<file path="config.mk">
export PLATFORM = sky130hd
export DESIGN_NAME = alu_mc_flat
export DESIGN_NICKNAME = d
export VERILOG_FILES = /design/src/rtl/alu_mc_if.sv /design/src/rtl/alu_mc.sv /design/src/flat_wrapper.sv
export SDC_FILE = /design/constraint.sdc
export NUM_CORES = 1
export LEC_CHECK = 0
export ABC_CLOCK_PERIOD_IN_PS = 5640
export BUFFER_PORTS_ARGS = -buffer_cell sky130_fd_sc_hd__buf_2
export CORE_MARGIN = 1
export CORE_UTILIZATION = 27
export DETAILED_ROUTE_END_ITERATION = 8
export PLACE_DENSITY = 0.42
export SLEW_MARGIN = 20
export SYNTH_ARGS = -nofsm -noshare
export SYNTH_HDL_FRONTEND = slang
export SYNTH_SLANG_ARGS = --single-unit
</file>
<file path="constraint.sdc">
create_clock -name clk -period 5.64 [get_ports clk]
set_input_delay 1.41 -clock clk [delete_from_list [all_inputs] [get_ports clk]]
set_output_delay 1.41 -clock clk [all_outputs]
set_load 0.005 [all_outputs]
</file>
<file path="src/rtl/alu_mc_if.sv">
// Request/response bundle for the multi-cycle ALU: operands and op in, result and status flags out.
// Both directions use valid/ready handshakes.
interface alu_mc_if #(
    parameter int WIDTH = 32
);
    logic             in_valid;
    logic             in_ready;
    logic [4:0]       op;
    logic [WIDTH-1:0] a;
    logic [WIDTH-1:0] b;
    logic             out_valid;
    logic             out_ready;
    logic [WIDTH-1:0] result;
    logic [WIDTH-1:0] hi;
    logic             zero;
    logic             overflow;
    logic             div_zero;

    modport master (
        output in_valid, op, a, b, out_ready,
        input  in_ready, out_valid, result, hi, zero, overflow, div_zero
    );

    modport slave (
        input  in_valid, op, a, b, out_ready,
        output in_ready, out_valid, result, hi, zero, overflow, div_zero
    );
endinterface

</file>
<file path="src/rtl/alu_mc.sv">
// Multi-cycle ALU: logic/arith/shift ops take 1 cycle, MUL/DIV iterate one bit per cycle (WIDTH+1 latency).
// One operation in flight; in_ready only in IDLE, result held in DONE until out_ready.
module alu_mc #(
    parameter int WIDTH = 32
) (
    input  logic     clk,
    input  logic     rst_n,
    alu_mc_if.slave  bus
);
    localparam int SHW = $clog2(WIDTH);
    localparam logic [SHW:0] CNT_INIT = (SHW+1)'(WIDTH);
    localparam logic [SHW:0] CNT_ONE  = (SHW+1)'(1);
    localparam logic [WIDTH-1:0] MOST_NEG = {1'b1, {(WIDTH-1){1'b0}}};

    localparam logic [4:0] OP_AND = 5'b00000, OP_OR  = 5'b00001, OP_ADD = 5'b00010,
                           OP_SUB = 5'b00011, OP_SLT = 5'b00110, OP_SLTU = 5'b00111,
                           OP_SLL = 5'b01000, OP_SRL = 5'b01001, OP_SRA = 5'b01010,
                           OP_XOR = 5'b01100, OP_NOR = 5'b01101, OP_LUI = 5'b01110;

    typedef enum logic [1:0] {IDLE, BUSY, DONE} state_t;

    state_t           state_q, state_d;
    logic [SHW:0]     cnt_q, cnt_d;
    logic [WIDTH-1:0] acc_q, acc_d, q_q, q_d, m_q, m_d, a_q, a_d;
    logic             is_div_q, is_div_d, neg_q, neg_d, rneg_q, rneg_d, dovf_q, dovf_d;
    logic [WIDTH-1:0] res_q, res_d, hi_q, hi_d;
    logic             zero_q, zero_d, ovf_q, ovf_d, dz_q, dz_d;

    logic [SHW-1:0]   sh;
    logic [WIDTH-1:0] add_s, sub_s, alu_res;
    logic             alu_ovf;
    logic [WIDTH:0]   mul_sum, rem_sh, diff;
    logic [WIDTH-1:0] step_acc, step_q;
    logic [2*WIDTH-1:0] prod, prod_fix;
    logic             sgn, a_neg, b_neg;

    assign sh    = bus.a[SHW-1:0];
    assign add_s = bus.a + bus.b;
    assign sub_s = bus.a - bus.b;

    always_comb begin
        alu_res = '0;
        alu_ovf = 1'b0;
        case (bus.op)
            OP_AND:  alu_res = bus.a & bus.b;
            OP_OR:   alu_res = bus.a | bus.b;
            OP_ADD: begin
                alu_res = add_s;
                alu_ovf = (bus.a[WIDTH-1] == bus.b[WIDTH-1]) && (add_s[WIDTH-1] != bus.a[WIDTH-1]);
            end
            OP_SUB: begin
                alu_res = sub_s;
                alu_ovf = (bus.a[WIDTH-1] != bus.b[WIDTH-1]) && (sub_s[WIDTH-1] != bus.a[WIDTH-1]);
            end
            OP_SLT:  alu_res = {{(WIDTH-1){1'b0}}, $signed(bus.a) < $signed(bus.b)};
            OP_SLTU: alu_res = {{(WIDTH-1){1'b0}}, bus.a < bus.b};
            OP_SLL:  alu_res = bus.b << sh;
            OP_SRL:  alu_res = bus.b >> sh;
            OP_SRA:  alu_res = $unsigned($signed(bus.b) >>> sh);
            OP_XOR:  alu_res = bus.a ^ bus.b;
            OP_NOR:  alu_res = ~(bus.a | bus.b);
            OP_LUI:  alu_res = {bus.b[WIDTH/2-1:0], {(WIDTH/2){1'b0}}};
            default: alu_res = '0;
        endcase
    end

    // Shift-add multiply on {acc,q}; restoring divide keeps quotient bits in q, remainder in acc.
    always_comb begin
        mul_sum  = {1'b0, acc_q} + (q_q[0] ? {1'b0, m_q} : '0);
        rem_sh   = {acc_q, q_q[WIDTH-1]};
        diff     = rem_sh - {1'b0, m_q};
        step_acc = mul_sum[WIDTH:1];
        step_q   = {mul_sum[0], q_q[WIDTH-1:1]};
        if (is_div_q) begin
            step_acc = diff[WIDTH] ? rem_sh[WIDTH-1:0] : diff[WIDTH-1:0];
            step_q   = {q_q[WIDTH-2:0], ~diff[WIDTH]};
        end
        prod     = {step_acc, step_q};
        prod_fix = neg_q ? -prod : prod;
    end

    assign sgn   = ~bus.op[0];
    assign a_neg = sgn & bus.a[WIDTH-1];
    assign b_neg = sgn & bus.b[WIDTH-1];

    always_comb begin
        state_d  = state_q;
        cnt_d    = cnt_q;
        acc_d    = acc_q;
        q_d      = q_q;
        m_d      = m_q;
        a_d      = a_q;
        is_div_d = is_div_q;
        neg_d    = neg_q;
        rneg_d   = rneg_q;
        dovf_d   = dovf_q;
        res_d    = res_q;
        hi_d     = hi_q;
        zero_d   = zero_q;
        ovf_d    = ovf_q;
        dz_d     = dz_q;
        case (state_q)
            IDLE: if (bus.in_valid) begin
                if (bus.op[4:2] == 3'b100) begin
                    // Iterate on magnitudes; signs are restored when the last bit is done.
                    state_d  = BUSY;
                    cnt_d    = CNT_INIT;
                    acc_d    = '0;
                    q_d      = a_neg ? -bus.a : bus.a;
                    m_d      = b_neg ? -bus.b : bus.b;
                    a_d      = bus.a;
                    is_div_d = bus.op[1];
                    neg_d    = a_neg ^ b_neg;
                    rneg_d   = a_neg;
                    dovf_d   = sgn & bus.op[1] & (bus.a == MOST_NEG) & (bus.b == '1);
                end else begin
                    state_d = DONE;
                    res_d   = alu_res;
                    hi_d    = '0;
                    zero_d  = (alu_res == '0);
                    ovf_d   = alu_ovf;
                    dz_d    = 1'b0;
                end
            end
            BUSY: begin
                acc_d = step_acc;
                q_d   = step_q;
                cnt_d = cnt_q - CNT_ONE;
                if (cnt_q == CNT_ONE) begin
                    state_d = DONE;
                    ovf_d   = 1'b0;
                    dz_d    = 1'b0;
                    if (!is_div_q) begin
                        res_d = prod_fix[WIDTH-1:0];
                        hi_d  = prod_fix[2*WIDTH-1:WIDTH];
                    end else if (m_q == '0) begin
                        res_d = '1;
                        hi_d  = a_q;
                        dz_d  = 1'b1;
                    end else begin
                        res_d = neg_q ? -step_q : step_q;
                        hi_d  = rneg_q ? -step_acc : step_acc;
                        ovf_d = dovf_q;
                    end
                    zero_d = (res_d == '0);
                end
            end
            DONE: if (bus.out_ready) state_d = IDLE;
            default: state_d = IDLE;
        endcase
    end

    always_ff @(posedge clk or negedge rst_n) begin
        if (!rst_n) begin
            state_q  <= IDLE;
            cnt_q    <= '0;
            acc_q    <= '0;
            q_q      <= '0;
            m_q      <= '0;
            a_q      <= '0;
            is_div_q <= 1'b0;
            neg_q    <= 1'b0;
            rneg_q   <= 1'b0;
            dovf_q   <= 1'b0;
            res_q    <= '0;
            hi_q     <= '0;
            zero_q   <= 1'b0;
            ovf_q    <= 1'b0;
            dz_q     <= 1'b0;
        end else begin
            state_q  <= state_d;
            cnt_q    <= cnt_d;
            acc_q    <= acc_d;
            q_q      <= q_d;
            m_q      <= m_d;
            a_q      <= a_d;
            is_div_q <= is_div_d;
            neg_q    <= neg_d;
            rneg_q   <= rneg_d;
            dovf_q   <= dovf_d;
            res_q    <= res_d;
            hi_q     <= hi_d;
            zero_q   <= zero_d;
            ovf_q    <= ovf_d;
            dz_q     <= dz_d;
        end
    end

    assign bus.in_ready  = (state_q == IDLE);
    assign bus.out_valid = (state_q == DONE);
    assign bus.result    = res_q;
    assign bus.hi        = hi_q;
    assign bus.zero      = zero_q;
    assign bus.overflow  = ovf_q;
    assign bus.div_zero  = dz_q;
endmodule

</file>
<file path="src/flat_wrapper.sv">
// flat-port wrapper written by rule: the top's interface ports become plain ports
module alu_mc_flat 
#(
    parameter int WIDTH = 32
)
  (clk, rst_n, bus_in_valid, bus_op, bus_a, bus_b, bus_out_ready, bus_in_ready, bus_out_valid, bus_result, bus_hi, bus_zero, bus_overflow, bus_div_zero);
  alu_mc_if #(.WIDTH(WIDTH)) bus_i ();
  input  logic clk;
  input  logic rst_n;
  input wire logic [$bits(bus_i.in_valid)-1:0] bus_in_valid;
  input wire logic [$bits(bus_i.op)-1:0] bus_op;
  input wire logic [$bits(bus_i.a)-1:0] bus_a;
  input wire logic [$bits(bus_i.b)-1:0] bus_b;
  input wire logic [$bits(bus_i.out_ready)-1:0] bus_out_ready;
  output wire logic [$bits(bus_i.in_ready)-1:0] bus_in_ready;
  output wire logic [$bits(bus_i.out_valid)-1:0] bus_out_valid;
  output wire logic [$bits(bus_i.result)-1:0] bus_result;
  output wire logic [$bits(bus_i.hi)-1:0] bus_hi;
  output wire logic [$bits(bus_i.zero)-1:0] bus_zero;
  output wire logic [$bits(bus_i.overflow)-1:0] bus_overflow;
  output wire logic [$bits(bus_i.div_zero)-1:0] bus_div_zero;
  assign bus_i.in_valid = bus_in_valid;
  assign bus_i.op = bus_op;
  assign bus_i.a = bus_a;
  assign bus_i.b = bus_b;
  assign bus_i.out_ready = bus_out_ready;
  assign bus_in_ready = bus_i.in_ready;
  assign bus_out_valid = bus_i.out_valid;
  assign bus_result = bus_i.result;
  assign bus_hi = bus_i.hi;
  assign bus_zero = bus_i.zero;
  assign bus_overflow = bus_i.overflow;
  assign bus_div_zero = bus_i.div_zero;
  alu_mc #(.WIDTH(WIDTH)) u_core (.clk(clk), .rst_n(rst_n), .bus(bus_i));
endmodule
</file>
==> results of run 1 <==
## through the flow
stage | TNS, ns | hold WS, ns | area, µm²
after floorplan | 0 | 0.445 | 27200
after global placement | 0 | 0.459 | 31900
after detailed placement | -0.000350 | 0.460 | 31900
after CTS | 0 | 0.474 | 32900
after global routing | -0.0156 | 0.494 | 33000
final | 0 | 0.472 | 33000
## metal layers
| metal | up-vias | GRT usage [%] |
|---|---|---|
| met5 | - | 0 |
| met4 | 6 | 12.0 |
| met3 | 250 | 4.01 |
| met2 | 1544 | 45.8 |
| met1 | 15400 | 41.3 |
| li1 | 14100 | - |
## power groups by stage
stage | registers, mW | logic [mW] | clock network [mW]
floorplan | 2.47 | 7.26 | 0
CTS | 2.66 | 11.9 | 1.94
global route | 2.74 | 13.1 | 1.98
global placement | 2.67 | 12.0 | 0
finish | 2.67 | 12.3 | 1.89
detailed placement | 2.68 | 11.8 | 0
## cell families after synthesis
group | count (synthesis) | synth area share, %
buffers and inverters | 439 | 6.23
multiplexers | 178 | 10.1
AO/OA/AOI/OAI | 1194 | 29.1
adder cells (fa/ha/maj) | 171 | 7.98
AND/OR/NAND/NOR | 1220 | 21.2
flip-flops | 207 | 19.0
XOR/XNOR | 196 | 6.31
## timing repair
action	in CTS	in global routing
pin swaps	0	9
buffers inserted	1	4
resized for setup	2	14
gates cloned	0	0
setup endpoints to repair	1	7
## placed cells by master (no fill, tap or decap), types with 22 or more instances in the layout
master / netlist / layout
a211oi_1: 49 / 49
o31ai_1: 30 / 30
nand4_1: 48 / 48
nand3_1: 78 / 78
ha_1: 167 / 166
and2_1: 59 / 59
clkbuf_16: 0 / 27
o21ai_0: 315 / 311
o22ai_1: 31 / 31
nand2b_1: 27 / 26
o2111ai_1: 24 / 24
nor4_1: 46 / 43
and3_1: 27 / 27
nor3_1: 76 / 73
a31oi_1: 60 / 60
nand2_1: 412 / 412
a22oi_1: 26 / 26
or3_1: 31 / 30
xnor2_1: 145 / 145
buf_4: 1 / 433
buf_2: 27 / 138
nor2_1: 318 / 315
a221oi_1: 25 / 25
mux2i_1: 81 / 81
inv_1: 170 / 169
a22o_1: 22 / 22
mux4_2: 75 / 75
a21oi_1: 257 / 256
mux2_2: 22 / 22
o221ai_1: 24 / 24
xor2_1: 51 / 51
o211ai_1: 48 / 48
a21o_1: 56 / 55
dfrtp_1: 207 / 205
## area by class of cell
class,count,area (µm²)
Timing Repair Buffer,580,4120
Sequential cell,207,5180
Tap cell,1298,1620
Inverter,172,646
Multi-Input combinational cell,2959,20400
Antenna cell,3,7.51
Clock buffer,34,752
Clock inverter,15,193
Fill cell,10800,67000
## how the worst max path moves through the flow
stage,cells after the start,start,end
after global placement,25,u_core.q_q[31]$_DFFE_PN0P_,u_core.bus.zero$_DFFE_PN0P_
final,16,u_core.q_q[0]$_DFFE_PN0P_,u_core.bus.hi[26]$_DFFE_PN0P_
after global routing,25,u_core.acc_q[22]$_DFFE_PN0P_,u_core.bus.hi[26]$_DFFE_PN0P_
after detailed placement,26,u_core.q_q[31]$_DFFE_PN0P_,u_core.bus.zero$_DFFE_PN0P_
after CTS,26,u_core.q_q[31]$_DFFE_PN0P_,u_core.bus.zero$_DFFE_PN0P_
after floorplan,19,bus_a[1],u_core.bus.zero$_DFFE_PN0P_
## registers in the layout, indices dropped and copies added (netlist names), 2 cells and up
name               flops
u_core.q_q            32
u_core.acc_q          32
u_core.cnt_q           6
u_core.bus.result     32
u_core.m_q            32
u_core.bus.hi         32
u_core.state_q         2
u_core.a_q            32
## worst register-to-register path, stage by stage, from the launching register on
cell,delay [ns]
dfrtp_1,0.61
and2_1,0.27
ha_1,0.23
fa_1,0.44
a211oi_1,0.34
o211ai_1,0.25
nand2_1,0.19
a21boi_0,0.12
or3_1,0.34
and3_1,0.20
a221oi_2,0.42
o211a_1,0.26
nand3_1,0.30
o41ai_2,0.45
xor2_1,0.38
o221ai_1,0.32
o21ai_1,0.21
==> results.cfg, run 1 <==
[sta]
worst_pin_slew_ns = 1.20
relSlewSlack_pct = 19.1
layout_setup_ws_ns = 0.239
finalCriticalPeriod_ns = 5.40
finClkSkew_ns = 0.0194
fin_crit_sh_pct = 95.8
slew_violations = 0
fmax_mhz = 185
setup_viol = 0
finalHoldViolations = 0

[critical_path]
cp_num_buf_inv = 0
cpLargestDelayFamily = compound AO/OA/AOI/OAI gates
critical_path.max_fanout = 15
criticalPathCategory = reg -> reg
ff2ff_setup_slack_ns = 0.24
reg2reg_depth = 16
r2r_start = u_core.q_q[0]$_DFFE_PN0P_
cpMaxStageDelayCell = dfrtp_1
critPathCaptureType = flop
crit_chain = and2_1 > ha_1 > fa_1 > a211oi_1 > o211ai_1 > nand2_1 > a21boi_0 > or3_1 > and3_1 > a221oi_2 > o211a_1 > nand3_1 > o41ai_2 > xor2_1 > o221ai_1 > o21ai_1
critPathLaunchType = flop
reg2reg_to = u_core.bus.hi[26]$_DFFE_PN0P_
required_ns = 6.16
max_stage_delay_ns = 0.61
cp.arrival_ns = 5.92

[die]
start_util_pct = 27.2
die_h_um = 319
row_count = 116
design.core.area_mm2 = 0.100
die_area_mm2 = 0.102
dieWidth_um = 319
ios = 142

[placement]
port_buffers = 141
gp_congestion = 1.00
dp_worst_setup_slack_ns = -0.000350
dp_hpwl_mm = 126
post-place-cells = 5211

[drt]
routedLengthMet1_mm = 68.9
drtIter0Drc = 3877
drtAntennaViolNets = 0
top_layer_used = met5
routed_wl_mm = 155
drt_pass1_iterations = 9
vias = 31200
met2_wirelength_mm = 67.8
post_drt_via_cell_ratio = 5.93
routedWlPerCell_um = 29.5
drc = 2
wl_met3_mm = 11.8

[final_layout]
areaGrowthSynthToFinish_pct = 21.2
fin_cells = 5268
drive_gt1_share_pct = 20.2
post-route-util_pct = 33.0
nets = 4191

[power_and_ir_drop]
intPower_mw = 7.69
power_mw = 16.8
leakagePower_nw = 14.3
p_comb_share_pct = 72.9
seqPwrFrac_pct = 15.9
p_clk_share_pct = 11.3
peakVddDrop_mv = 0.289
power_switching_mw = 9.13
p_sw_share_pct = 54.3
power_density_mw_per_mm2 = 510

[cts]
clk_pin_slew_worst_paths_ns = 0.07
cts_buffers = 27
clock_path_buffers = 3
cts_tree = yes
cts_sinks = 207
h-tree-depth = 1
cts_root_buf = clkbuf_16
cts.hold.buffers_added = 0
clk_latency_ns = 0.60

[status]
violations = design-rule violations
status = complete, but fails checks

[synthesis]
synth_enable_flop_cells = 0
yosys_most_used_dff = dfrtp_1
yosys-top-cells-count = nand2_1, nor2_1, o21ai_0
syn_area_mm2 = 0.0272
yosysSeqAreaShare_pct = 19.0
netlist_instances = 3605
synth_area_leaders = dfrtp_1, ha_1, mux4_2, o21ai_0, nand2_1
synth_top_area_cell = dfrtp_1
async_reset_ff_share_pct = 100
ys.warnings.count = 0
synth.most_common_cell = nand2_1
ys_ff_latch = 207
synth_fp_nets = 3849
avgSynthCellArea_um2 = 7.54
netlist.area_leader.share_pct = 19.0
synth_cell_types = 98

[global_routing]
antenna_found_initial = 6
grt_pass1_vias = 29600
gr-total-overflow = 0
groute.usage.overall_pct = 29.6
grt_pass1_wl_mm = 221
grt_max_degree = 129

[worst_hold_path]
min-delay-start = u_core.bus.result[14]$_DFFE_PN0P_
min_to = u_core.bus.result[14]$_DFFE_PN0P_
hold_path.class = reg -> reg
min_path_cells = 1

[run]
cap_violations = 0
(Power assumes the default switching activity.)
==> inputs of run 2 (changes only) <==
--- a/config.mk
+++ b/config.mk
@@ -5,12 +5,12 @@
 export SDC_FILE = /design/constraint.sdc
 export NUM_CORES = 1
 export LEC_CHECK = 0
-export ABC_CLOCK_PERIOD_IN_PS = 5640
+export ABC_CLOCK_PERIOD_IN_PS = 5950
 export BUFFER_PORTS_ARGS = -buffer_cell sky130_fd_sc_hd__buf_2
 export CORE_MARGIN = 1
 export CORE_UTILIZATION = 27
 export DETAILED_ROUTE_END_ITERATION = 8
-export PLACE_DENSITY = 0.42
+export PLACE_DENSITY = 0.41
 export SLEW_MARGIN = 20
 export SYNTH_ARGS = -nofsm -noshare
 export SYNTH_HDL_FRONTEND = slang
==> constraint.sdc (replaced) <==
create_clock -name clk -period 5.95 [get_ports clk]
set_input_delay 1.4875 -clock clk [delete_from_list [all_inputs] [get_ports clk]]
set_output_delay 1.4875 -clock clk [all_outputs]
set_load 0.005 [all_outputs]
==> run 2 against run 1 <==
Register-to-register slack improved by 0.16 ns. Combinational power down 9.8%. The run now ends clean. Clock-buffer cell count grew 1. Clock skew is 0.0028 ns lower. Die area stayed put. Power shrank 8.4%. Largest power group unchanged. Via count decreased by 1.8%. Final area is 3.9% lower. Sequential share of layout area up 0.63 points. Sequential cell count is the same. Final cell count fell by 3.0%.
==> results.cfg, run 2 (same netlist as run 1, synthesis figures left out) <==
[status]
status = finished clean

[global_routing]
gr-total-overflow = 0
groute.usage.overall_pct = 29.5
grt_max_degree = 99
antenna_found_initial = 11
grt_pass1_vias = 29400
grt_pass1_wl_mm = 220

[drt]
routedWlPerCell_um = 30.4
routed_wl_mm = 155
drtAntennaViolNets = 0
post_drt_via_cell_ratio = 6.00
vias = 30700
drtIter0Drc = 3586
drt_pass1_iterations = 6
drc = 0

[power_and_ir_drop]
power_density_mw_per_mm2 = 486
leakagePower_nw = 13.5
peakVddDrop_mv = 0.232

[die]
start_util_pct = 27.2
dieWidth_um = 319
die_area_mm2 = 0.102
row_count = 116
design.core.area_mm2 = 0.100
die_h_um = 319
ios = 142

[sta]
setup_viol = 0
relSlewSlack_pct = 20.5
worst_pin_slew_ns = 1.18
fin_crit_sh_pct = 95.3
finalCriticalPeriod_ns = 5.67
finalHoldViolations = 0
finClkSkew_ns = 0.0166
slew_violations = 0
rsz0062_at_grt = no
fmax_mhz = 176

[cts]
cts_tree = yes
cts.hold.buffers_added = 0
cts_buffers = 26
clock_path_buffers = 3
cts_sinks = 207
h-tree-depth = 1
clk_latency_ns = 0.57
clk_pin_slew_worst_paths_ns = 0.05
cts_root_buf = clkbuf_16

[critical_path]
crit_chain = buf_4 > buf_4 > mux4_2 > and3_1 > o21ai_0 > a32oi_1 > a2111oi_0 > buf_4 > and4b_1 > nand4_1 > nor4_1 > nand4b_1 > nor4_1 > nand4_1 > a31oi_1
critPathLaunchType = input pin
cp_num_buf_inv = 3
cpLargestDelayFamily = simple AND/OR/NAND/NOR gates
cp_common_cell = buf_4
critical_path.max_fanout = 17
cp.arrival_ns = 6.15
ff2ff_setup_slack_ns = 0.40
criticalPathCategory = in -> reg
cpMaxStageDelayCell = a2111oi_0
critPathCaptureType = flop
max_stage_delay_ns = 0.78
required_ns = 6.43

[placement]
gp_congestion = 0.994
port_buffers = 141
dp_hpwl_mm = 124
post-place-cells = 5064

[final_layout]
fin_cells = 5112
nets = 4040
areaGrowthSynthToFinish_pct = 16.5
final_cell_mix = nand2_1, nor2_1, o21ai_0
drive_gt1_share_pct = 16.7
final_common_cell = nand2_1
post-route-util_pct = 31.7

[run]
cap_violations = 0

[worst_hold_path]
hold_path.class = reg -> reg
## run 2: cell types whose count changed in the layout (fill, tap and decap cells not counted), moves of 2 or more
cell      before  now
buf_4        433  286
buf_12         8    5
clkinv_2       6    3
o21ai_0      311  314
o21ai_1       11    8
nor2_1       315  317
nor2_2         3    1
## run 2: worst reg2reg max path, cell delays in order (launching register included)
cell and delay (ns):
dfrtp_1 0.42, ha_1 0.41, nand4_1 0.23, nor4_1 0.46, nand2_1 0.19, a21oi_4 0.23
o31a_1 0.21, nor3_2 0.10, or2_2 0.33, inv_1 0.10, ha_1 0.20, o21ai_1 0.16
or3_1 0.40, o21ai_0 0.22, xnor2_1 0.20, nand2_1 0.09, nor4b_1 0.29, nand3_1 0.13
nor4_2 0.31, nand4b_1 0.14, nor4b_1 0.27, nand4_1 0.15, a31oi_1 0.20
## run 2: cell type report
cell class	instances	area (µm²)
inverters	172	646
clock inverters	9	136
flip-flops and latches	207	5180
multi-input cells	2959	20400
fillers	10900	68300
well taps	1298	1620
repair buffers	430	2950
clock buffers	35	744
diodes	2	5.00
## run 2: metal layers
layer,track usage [%],routed length [µm],part of all wire (%)
met5,0,48,0.031
met4,10.4,6270,4.0
met3,4.24,12000,7.7
met2,46.0,68100,44
met1,41.3,69000,44
## run 2: timing repair
item / in CTS / in global routing
endpoints found under the setup margin: 0 / 6
buffers inserted: 0 / 2
resized for setup: 0 / 6
## run 2: report_power, final
| group | total [mW] | switching (mW) | internal, mW |
|---|---|---|---|
| Combinational | 11.1 | 7.14 | 3.91 |
| Clock | 1.71 | 0.707 | 1.00 |
| Sequential | 2.64 | 0.686 | 1.96 |
| Total | 15.4 | 8.53 | 6.87 |
## run 2: final timing paths
check                                             startpoint                                end  cells after the start
max reg2reg                     u_core.acc_q[27]$_DFFE_PN0P_        u_core.bus.zero$_DFFE_PN0P_                     22
min reg2reg                u_core.bus.result[22]$_DFFE_PN0P_  u_core.bus.result[22]$_DFFE_PN0P_                      1
min                        u_core.bus.result[22]$_DFFE_PN0P_  u_core.bus.result[22]$_DFFE_PN0P_                      1
min in group asynchronous                              rst_n       u_core.acc_q[11]$_DFFE_PN0P_                      1
max                                                 bus_a[0]        u_core.bus.zero$_DFFE_PN0P_                     15
max in group asynchronous                              rst_n         u_core.m_q[10]$_DFFE_PN0P_                      2
## run 2: per-stage QoR
step / instance area (µm²) / hold slack (ns) / power [mW] / worst slack, ns / TNS [ns]
floorplan: 27200 / 0.445 / 9.23 / 0.104 / 0
finish: 31700 / 0.471 / 15.4 / 0.279 / 0
CTS: 31600 / 0.475 / 15.2 / 0.0836 / 0
global placement: 30800 / 0.454 / 13.5 / -0.0923 / -0.0923
detailed placement: 30800 / 0.462 / 13.4 / -0.253 / -0.253
global route: 31700 / 0.486 / 16.4 / 0.0216 / 0
